[src/rtl/addertree_operand_sequencer.sv]
// Serial-to-parallel operand loader for the 6-input adder tree. It also captures
// the tree sum after a programmable settle time and hands it out on a valid/ready port.
module addertree_operand_sequencer #(
    parameter int width = 23,
    parameter int LAT   = 0
) (
    input  logic               clk,
    input  logic               rst,
    input  logic               in_valid,
    output logic               in_ready,
    input  logic [width:1]     in_data,
    input  logic               in_last,
    output logic [width:1]     A1,
    output logic [width:1]     A2,
    output logic [width:1]     A3,
    output logic [width:1]     A4,
    output logic [width:1]     A5,
    output logic [width:1]     A6,
    input  logic [width+3:1]   S,
    output logic               res_valid,
    input  logic               res_ready,
    output logic [width+3:1]   res_data,
    output logic               busy
);

    localparam int CNT_W = (LAT < 1) ? 1 : $clog2(LAT + 1);

    localparam logic [1:0] LOAD   = 2'd0;
    localparam logic [1:0] SETTLE = 2'd1;
    localparam logic [1:0] HOLD   = 2'd2;

    logic [1:0]       state;
    logic [1:0]       state_nxt;
    logic [2:0]       idx;
    logic [CNT_W-1:0] cnt;
    logic [width:1]   a_reg [0:5];

    logic accept;
    logic group_end;
    logic settle_done;
    logic release_res;

    // Handshake qualifiers are built from state only, so ready/valid never
    // depend combinationally on the other side of the port.
    assign accept      = (state == LOAD) && in_valid;
    assign group_end   = accept && ((idx == 3'd5) || in_last);
    assign settle_done = (state == SETTLE) && (cnt == '0);
    assign release_res = (state == HOLD) && res_ready;

    always_comb begin
        state_nxt = state;
        case (state)
            LOAD:    if (group_end)   state_nxt = SETTLE;
            SETTLE:  if (settle_done) state_nxt = HOLD;
            HOLD:    if (release_res) state_nxt = LOAD;
            default:                  state_nxt = LOAD;
        endcase
    end

    always_ff @(posedge clk or posedge rst) begin
        if (rst) begin
            state <= LOAD;
        end else begin
            state <= state_nxt;
        end
    end

    // idx is left at the terminating slot while settling/holding; busy still
    // reports correctly because the state is no longer LOAD.
    always_ff @(posedge clk or posedge rst) begin
        if (rst) begin
            idx <= 3'd0;
        end else if (release_res) begin
            idx <= 3'd0;
        end else if (accept && !group_end) begin
            idx <= idx + 3'd1;
        end
    end

    always_ff @(posedge clk or posedge rst) begin
        if (rst) begin
            cnt <= '0;
        end else if (group_end) begin
            cnt <= CNT_W'(LAT);
        end else if ((state == SETTLE) && (cnt != '0)) begin
            cnt <= cnt - 1'b1;
        end
    end

    // Unwritten slots must read zero so short groups sum correctly; the
    // registers are therefore cleared on every result handshake.
    always_ff @(posedge clk or posedge rst) begin
        if (rst) begin
            for (int j = 0; j < 6; j++) a_reg[j] <= '0;
        end else if (release_res) begin
            for (int j = 0; j < 6; j++) a_reg[j] <= '0;
        end else if (accept) begin
            for (int j = 0; j < 6; j++) begin
                if (idx == 3'(j)) a_reg[j] <= in_data;
            end
        end
    end

    always_ff @(posedge clk or posedge rst) begin
        if (rst) begin
            res_data <= '0;
        end else if (settle_done) begin
            res_data <= S;
        end
    end

    assign A1 = a_reg[0];
    assign A2 = a_reg[1];
    assign A3 = a_reg[2];
    assign A4 = a_reg[3];
    assign A5 = a_reg[4];
    assign A6 = a_reg[5];

    assign in_ready  = (state == LOAD);
    assign res_valid = (state == HOLD);
    assign busy      = (state != LOAD) || (idx != 3'd0);

endmodule

[config.mk]
export PLATFORM = sky130hd
export DESIGN_NAME = addertree_operand_sequencer
export DESIGN_NICKNAME = d
export VERILOG_FILES = /design/src/rtl/addertree_operand_sequencer.sv
export SDC_FILE = /design/constraint.sdc
export NUM_CORES = 1
export LEC_CHECK = 0
export BUFFER_PORTS_ARGS = -buffer_cell sky130_fd_sc_hd__buf_2
export CORE_AREA = 4 4 130 132
export DETAILED_ROUTE_END_ITERATION = 7
export DIE_AREA = 0 0 134 136
export PLACE_DENSITY_LB_ADDON = 0.05
export SETUP_SLACK_MARGIN = 0.15
export SLEW_MARGIN = 10
export SYNTH_ARGS = -nofsm -noshare
export SYNTH_HDL_FRONTEND = slang
export SYNTH_SLANG_ARGS = --single-unit
[constraint.sdc]
create_clock -name clk -period 5.53 [get_ports clk]
set_clock_uncertainty 0.1 [all_clocks]
set_input_delay 0.553 -clock clk [delete_from_list [all_inputs] [get_ports clk]]
set_output_delay 0.553 -clock clk [all_outputs]
set_load 0.005 [all_outputs]
# After elaboration in Yosys (flattened, before gate mapping)
# Cells that the tools add are included.
word_totals:
  regBits: 170
  latch_bits: 0
  ram_bits: 0
  romBits: 0
  inputBits: 54
  output_inout_bits: 167
  elab_cells: 68
  memories: 0
op_classes:
  add_sub_neg: 2
  multipliers: 0
  div_mod_pow: 0
  n_lt_le_gt_ge: 0
  eq_ne: 10
  shift: 0
  n_mux: 16
  bitwise: 1
  n_reduce_logical: 29
op_table:
  columns: ["op", "n"]
  rows:
  - ["$mux 138", 2]
  - ["$mux 23", 6]
  - ["$reduce_bool 2->1", 10]
  - ["$reduce_and 2->1", 6]
  - ["$eq 3x2->1 const B", 2]
  - ["$eq 3x3->1 const B", 2]
  - ["$logic_and 1x1->1", 6]
  - ["$mux 2", 3]
  - ["$mux 3", 2]
  - ["$pmux 2 s3", 1]
  - ["$ne 2x1->1 const B", 2]
  - ["$add 3x1->3 const B", 1]
  - ["$eq 3x1->1 const B", 1]
  - ["$logic_not 3->1", 1]
  - ["$reduce_and 3->1", 1]
  - ["$reduce_bool 3->1", 1]
  - ["$eq 2x1->1 const B", 1]
  - ["$eq 2x2->1 const B", 1]
  - ["$logic_not 2->1", 1]
  - ["$logic_or 1x1->1", 2]
  - ["$mux 1", 2]
  - ["$ne 2x2->1 const B", 1]
  - ["$logic_not 1->1", 1]
  - ["$not 1->1", 1]
  - ["$sub 1x1->1 const B", 1]

# Logic depth before layout (Yosys ltp)
# Gate-level depths: netlist of the first run.
logic_depth:
  ltp_word: 7
  mapped_depth: 8
  ltp_nobuf: 5

# Worst setup path after synthesis of the first run
# OpenSTA, ideal clock, no wires.
synth_timing:
  path_kind: "reg-to-output"
  from: "register idx[0]"
  to: "output port busy"
  arrival_time_ps: 1270
  required_time_ps: 4877
  slack_ps: 3607
  stages_incl_launch_ff: 7
  path_buffers: 2
  cell_sequence: "dfrtp_1 -> inv_1 -> ha_1 -> nor2b_1 -> buf_2 -> clkbuf_1 -> nand2_1"
synth_between:
  elab_chain_len: 2
synth_rtl:
  columns: ["element", "line_no", "rtl"]
  rows:
  - ["start, declared", "34", "logic [2:0] idx;"]
  - ["start signal, assigned", "76", "idx <= idx + 3'd1;"]
  - ["$reduce_bool 3->1", "121", "assign busy = (state != LOAD) || (idx != 3'd0);"]
  - ["$logic_or 1x1->1", "121", null]
  - ["end, declared", "23", "output logic busy"]
# No other way between the ends.

# Worst setup path in the final report of the first run
layout_timing:
  from: "register idx[1]"
  to: "register a_reg (netlist bit A6[13])"
layout_between:
  elab_chain_len: 3
layout_rtl:
  columns: ["element", "line_no", "rtl"]
  rows:
  - ["$eq 3x3->1", "99", "if (idx == 3'(j)) a_reg[j] <= in_data;"]
  - ["$reduce_bool 2->1 (no line)", null, null]
  - ["$reduce_and 2->1 (no line)", null, null]
  - ["end signal, assigned by index", "99", null]
  - ["end, declared", "36", "logic [width:1] a_reg [0:5];"]
# No other way between the ends.
# A chain may end at the register's enable or synchronous reset.

==> results.cfg, run 1 <==
[sta]
setup_viol = 0
setup_ws_ps = 1970
fin_tns_setup_ps = 0
tightest_slew_ps = 1150
rsz0062_at_grt = no
fmax_ghz = 0.281
slew_headroom_pct = 23.0
finalHoldViolCount = 0
fin_crit_ps = 3560
post-route-period-util_pct = 64.3
drv_slew = 0

[die]
dieWidth_um = 134
die-area_um2 = 18200
chipHeight_um = 136
core_area_um2 = 15700
ioPinCount = 221
rows = 46
start_util_pct = 46.4

[cts]
htreeDepth = 4
clk_latency_ps = 420
path_clk_slew_ps = 60
post_cts_buffers = 0
clock-root-buffer = clkbuf_16
cts_buffers = 17
ctsHoldBuffers = 0
cts_tree = built
clockBufferDepth = 2
ctsResizeCount = 0
cts_sinks = 170

[logic_synthesis]
yosysUniqueCellTypes = 34
synth_nets = 767
syn_area_um2 = 7290
yosys_warnings = 0
synth-seq-area-share_pct = 58.3
syn_area_per_cell_um2 = 10.3
ys_ff_latch = 170
synth_cells = 708

[critical_path]
cp-end-kind = flip-flop
crit_type = flip-flop to flip-flop
path_cells = inv_1 -> ha_1 -> and2_0 -> and2_1 -> o21ai_0
arrival_ps = 3710
startpoint_type = flip-flop
cp_max_fo = 27
critPathMaxStageDelay_ps = 1000
critPathRequiredTime_ps = 5690
crit_path_top_delay_cell = and2_0

[finish]
antenna_cells = 0
fin_util_pct = 56.8
fin_nets = 956
fillers = 1386
drive_above_1_share_pct = 31.9
area_delta_synth_final_pct = 22.3

[hold_path]
hp-class = input pin to async pin

[place]
place_ws_ps = 1970
port_buffers = 220
dpl.hpwl_um = 14000
place.gp.congestion = 0.794

[route]
viasPerCell = 5.22
drtPass1Iterations = 5
ant_nets = 0
wire_per_inst_um = 18.3
detail_route.wirelength_um = 20600
vias = 5876
drt_iter0_drc = 516
drcViolationCount = 0

[job]
drv_cap = 0

[grt]
grt_max_degree = 110
antenna_found_initial = 1
grt_pass1_vias = 5704
grt_pass1_wl_um = 32100
overflow = 0
grt_use_total_pct = 22.9

[power]
p_leak_nw = 4.73
clockPowerShare_pct = 22.8
p_int_mw = 3.24
p_comb_share_pct = 34.3
swShare_pct = 35.0
p_per_area_nw_per_um2 = 559
power_switching_mw = 1.74
vdd_drop_max_mv = 0.286
pwr-share-seq_pct = 43.0

[status]
outcome = completed
[power by group through the flow]
stage,combinational [mW],clock [mW],sequential (mW)
detailed placement,1.74,0,2.15
global route,1.91,1.21,2.21
floorplan,0.902,0,2.15
finish,1.71,1.13,2.14
global placement,1.68,0,2.14
CTS,1.74,1.16,2.14
[state kept, by name (all words and copies together), names as in the netlist]
name	flops
A2	23
A3	23
A6	23
cnt	1
A4	23
A5	23
res_data	26
A1	23
state	2
idx	3
[worst paths after layout]
kind	cells after the start	endpoint	slack [ps]	from
worst max-delay path	5	A6[13]$_DFFE_PP0P_	1970	idx[1]$_DFFE_PP0P_
worst min-delay path	2	A5[15]$_DFFE_PP0P_	140	rst
worst max register to register	5	A6[13]$_DFFE_PP0P_	1970	idx[1]$_DFFE_PP0P_
worst min register to register	1	res_data[12]$_DFFE_PP0P_	400	res_data[12]$_DFFE_PP0P_
max in group asynchronous	3	A2[19]$_DFFE_PP0P_	4010	rst
min in group clk	2	res_data[20]$_DFFE_PP0P_	260	S[20]
[cell families (layout without fill, tap and decap cells)]
group,count (synthesis),in the layout,synth area share [%]
buf+inv,83,285,6.52
simple gates,277,277,17.2
fa+ha+maj,5,5,0.858
flops,170,170,58.3
mux,53,53,8.72
compound gates,120,120,8.34
[worst max-delay path: cells and delay by family, from the launching register on]
family	cells	cell delay (ps)
AOI/OAI and AO/OA	1	240
adders and majority gates	1	850
DFF	1	400
and+or+nand+nor	2	1690
buffers and inverters	1	110
[metrics by stage]
step,area (um^2),total power [mW],instances,hold WS [ps]
6_report,8920,4.98,1126,137
5_1_grt,8920,5.33,1126,185
4_1_cts,8920,5.04,1126,147
3_5_place_dp,8360,3.89,1094,391
3_3_place_gp,8360,3.82,1094,387
2_1_floorplan,7290,3.05,708,399
[final cells by class]
type                    instances  area [um^2]  share of cell area, %
repair buffers                227         1150                   12.9
multi-input cells             455         2580                   28.9
clock buffers                  25          495                   5.55
flip-flops and latches        170         4250                   47.7
well taps                     216          270                   3.03
inverters                      26          103                   1.15
clock inverters                 7         65.1                  0.729
[cell usage after synthesis (all sizes together)]
master / number / area share, %
nor4b: 1 / 0.33
nand3: 90 / 6.2
nand2: 168 / 8.6
nor2: 2 / 0.10
and3b: 1 / 0.12
nor3b: 2 / 0.43
nand4bb: 1 / 0.15
o21ai: 91 / 6.2
dfrtp: 170 / 58
clkbuf: 16 / 0.93
nor2b: 1 / 0.086
nand4: 2 / 0.17
ha: 5 / 0.86
a21oi: 26 / 1.8
a21o: 2 / 0.21
o21a: 1 / 0.10
and4bb: 1 / 0.17
inv: 26 / 1.3
mux2i: 26 / 3.6
and2b: 1 / 0.10
nand3b: 2 / 0.26
buf: 41 / 4.3
mux2: 27 / 5.1
and2: 5 / 0.43
[metal layers]
layer,global-route usage (%),up-vias,wire length (um)
li1,-,2729,-
met1,31.0,2901,8830
met2,35.6,217,9880
met3,6.48,27,1500
met4,7.89,2,329
met5,0,-,13
[placed cells by master (no fill, tap or decap), drive strengths merged, types with 2 or more instances in the layout]
cell type  count
a21o           2
a21oi         26
and2           5
buf          227
clkbuf        25
clkinv         4
clkinvlp       2
dfrtp        170
ha             5
inv           26
mux2          27
mux2i         26
nand2        168
nand3         90
nand3b         2
nand4          2
nor2           2
nor3b          2
o21ai         91
Note: power is estimated with default switching activity, not from simulation.
==> run 2: changes to the inputs <==
--- a/config.mk
+++ b/config.mk
@@ -5,10 +5,11 @@
 export SDC_FILE = /design/constraint.sdc
 export NUM_CORES = 1
 export LEC_CHECK = 0
+export ABC_AREA = 1
 export BUFFER_PORTS_ARGS = -buffer_cell sky130_fd_sc_hd__buf_2
-export CORE_AREA = 4 4 130 132
+export CORE_AREA = 4 4 123 125
 export DETAILED_ROUTE_END_ITERATION = 7
-export DIE_AREA = 0 0 134 136
+export DIE_AREA = 0 0 127 129
 export PLACE_DENSITY_LB_ADDON = 0.05
 export SETUP_SLACK_MARGIN = 0.15
 export SLEW_MARGIN = 10
==> constraint.sdc (replaced) <==
create_clock -name clk -period 3.6 [get_ports clk]
set_clock_uncertainty 0.1 [all_clocks]
set_input_delay 0.36 -clock clk [delete_from_list [all_inputs] [get_ports clk]]
set_output_delay 0.36 -clock clk [all_outputs]
set_load 0.005 [all_outputs]
==> run 2 against run 1 <==
Net effect: clock-buffer cell count down 1; register-to-register slack worse by 630 ps; combinational power up 33%; global-route usage up 3.1 points; die area down 10%; synthesized area down 4.0%; critical endpoint is now A1[3]$_DFFE_PP0P_.
==> results.cfg, run 2 <==
[cts]
path_clk_slew_ps = 60
htreeDepth = 4
clk_latency_ps = 420
ctsHoldBuffers = 1
clock-root-buffer = clkbuf_16
cts_tree = built
clockBufferDepth = 2
cts_sinks = 170
post_cts_buffers = 0
ctsResizeCount = 0
cts_buffers = 17

[logic_synthesis]
synth_cells = 790
ys_ff_latch = 170
ys_top_cells_by_count = nand2_1 (319), dfrtp_1 (170), nand3_1 (169)
synth-seq-area-share_pct = 60.8
synth_top_cell_area_share_pct = 60.8
yosys_warnings = 0
synth_edf_count = 0
syn_area_per_cell_um2 = 8.86
synth_nets = 849
synth_top_cell_by_area = dfrtp_1
synth_flop_cell = dfrtp_1
yosysMostFrequentCell = nand2_1
yosysUniqueCellTypes = 19
synth_area_leaders = dfrtp_1 (61%), nand2_1 (17%), nand3_1 (12%), inv_1 (1.8%), o21ai_0 (1.7%)
syn_area_um2 = 7000
async_flop_share_pct = 100

[route]
drtPass1Iterations = 5
wire_per_inst_um = 17.9
drcViolationCount = 0
viasPerCell = 5.26
drt_iter0_drc = 658
wl_met3_um = 1800
vias = 6219
wl_met2_um = 9400
detail_route.wirelength_um = 21200
routed.top_layer = met4
ant_nets = 0
met1Wirelength_um = 9670

[power]
pwr-share-seq_pct = 44.5
p_int_mw = 4.68
p_comb_share_pct = 31.9
p_leak_nw = 5.27
vdd_drop_max_mv = 0.353
clockPowerShare_pct = 23.7
p_total_mw = 7.17
swShare_pct = 34.7
power_switching_mw = 2.49
p_per_area_nw_per_um2 = 816

[die]
chipHeight_um = 129
rows = 43
die-area_um2 = 16400
core_area_um2 = 13900
start_util_pct = 50.4
ioPinCount = 221
dieWidth_um = 127

[sta]
fin_crit_ps = 2260
whs_ps = 72.7
setup_ws_ps = 1340
post-route-period-util_pct = 62.7
drv_slew = 0
rsz0062_at_grt = no
finalHoldViolCount = 0
fin_tns_setup_ps = 0
slew_headroom_pct = 40.5
fmax_ghz = 0.443
setup_viol = 0
tightest_slew_ps = 893

[finish]
fin_cells = 1183
final_cell_mix = nand2_1 (319), buf_2 (220), dfrtp_1 (170)
area_delta_synth_final_pct = 25.5
drive_above_1_share_pct = 27.2
largest_reg_flops = 26
top_register = res_data
antenna_cells = 0
fin_nets = 1050
final_common_cell = nand2_1

[critical_path]
cp_max_fo = 82
ff2ff_path_depth = 6
crit_type = flip-flop to flip-flop
cp-end-kind = flip-flop
r2r-end = A1[3]$_DFFE_PP0P_
reg2reg_slack_ps = 1340
critPathRequiredTime_ps = 3800
startpoint = state[0]$_DFFE_PP0P_
crit_end = A1[3]$_DFFE_PP0P_
r2r_start = state[0]$_DFFE_PP0P_
arrival_ps = 2460
startpoint_type = flip-flop

[place]
dpl.hpwl_um = 14700
place.gp.congestion = 0.844
place_ws_ps = 1350
dp_cells = 1151
port_buffers = 220

[grt]
grt_pass1_wl_um = 32800
antenna_found_initial = 0
grt_pass1_vias = 5661
grt_use_total_pct = 26.0
grt_max_degree = 83
overflow = 0

[hold_path]
hp-class = input pin to flip-flop

[status]
outcome = completed

[job]
drv_cap = 0
run 2: cell count changes after synthesis, sizes merged, moves of 3 or more:
| cell | change |
|---|---|
| nand4 | +3 |
| and2 | -5 |
| a21oi | -26 |
| nand3 | +80 |
| inv | +9 |
| buf | -12 |
| o21ai | -67 |
| mux2i | -26 |
| clkbuf | +4 |
| nand2 | +153 |
| nor2 | +8 |
| mux2 | -27 |
run 2: worst min path at each step:
| stage | start | end | cells after the start |
|---|---|---|---|
| floorplan | res_ready | state[1]$_DFFE_PP0P_ | 1 |
| global placement | rst | res_data[23]$_DFFE_PP0P_ | 2 |
| detailed placement | rst | res_data[23]$_DFFE_PP0P_ | 2 |
| CTS | S[17] | res_data[17]$_DFFE_PP0P_ | 3 |
| global route | S[17] | res_data[17]$_DFFE_PP0P_ | 3 |
| finish | S[8] | res_data[8]$_DFFE_PP0P_ | 3 |
run 2: per-layer routing:
metal	vias up	global-route usage (%)
met5	-	0
li1	2939	-
met1	2990	38.1
met3	27	6.77
met4	0	7.07
met2	263	38.6
run 2: metrics by stage:
stage,utilization [%],instance area (um^2)
after CTS,63.3,8780
after floorplan,-,7000
after detailed placement,59.2,8220
after global placement,59.2,8220
after global routing,63.3,8780
final,63.3,8780
run 2: worst max-delay path: stages, from the launching register on:
cell     delay (ps)
dfrtp_1         420
inv_1           190
nand3_4         680
nand2_1         360
inv_1           210
nand2_1         110
nand2_1          70
run 2: cell type report:
class	instances	area [um^2]
fillers	1253	5100
repair buffers	231	1220
inverters	35	135
clock buffers	24	512
well taps	180	225
clock inverters	7	40.0
flip-flops and latches	170	4250
multi-input cells	536	2390
run 2: power by group through the flow:
stage	logic (mW)	clock network, mW	registers (mW)
4_1_cts	2.33	1.72	3.18
3_5_place_dp	2.33	0	3.20
5_1_grt	2.58	1.80	3.28
3_3_place_gp	2.29	0	3.19
2_1_floorplan	1.05	0	3.22
6_report	2.28	1.70	3.19
run 2: cells by family (layout without fill, tap and decap cells):
kind of cell,Yosys count,count (layout),synth area share [%]
simple gates,506,506,31.3
flops,170,170,60.8
buf+inv,84,297,5.18
compound gates,25,25,1.82
fa+ha+maj,5,5,0.894
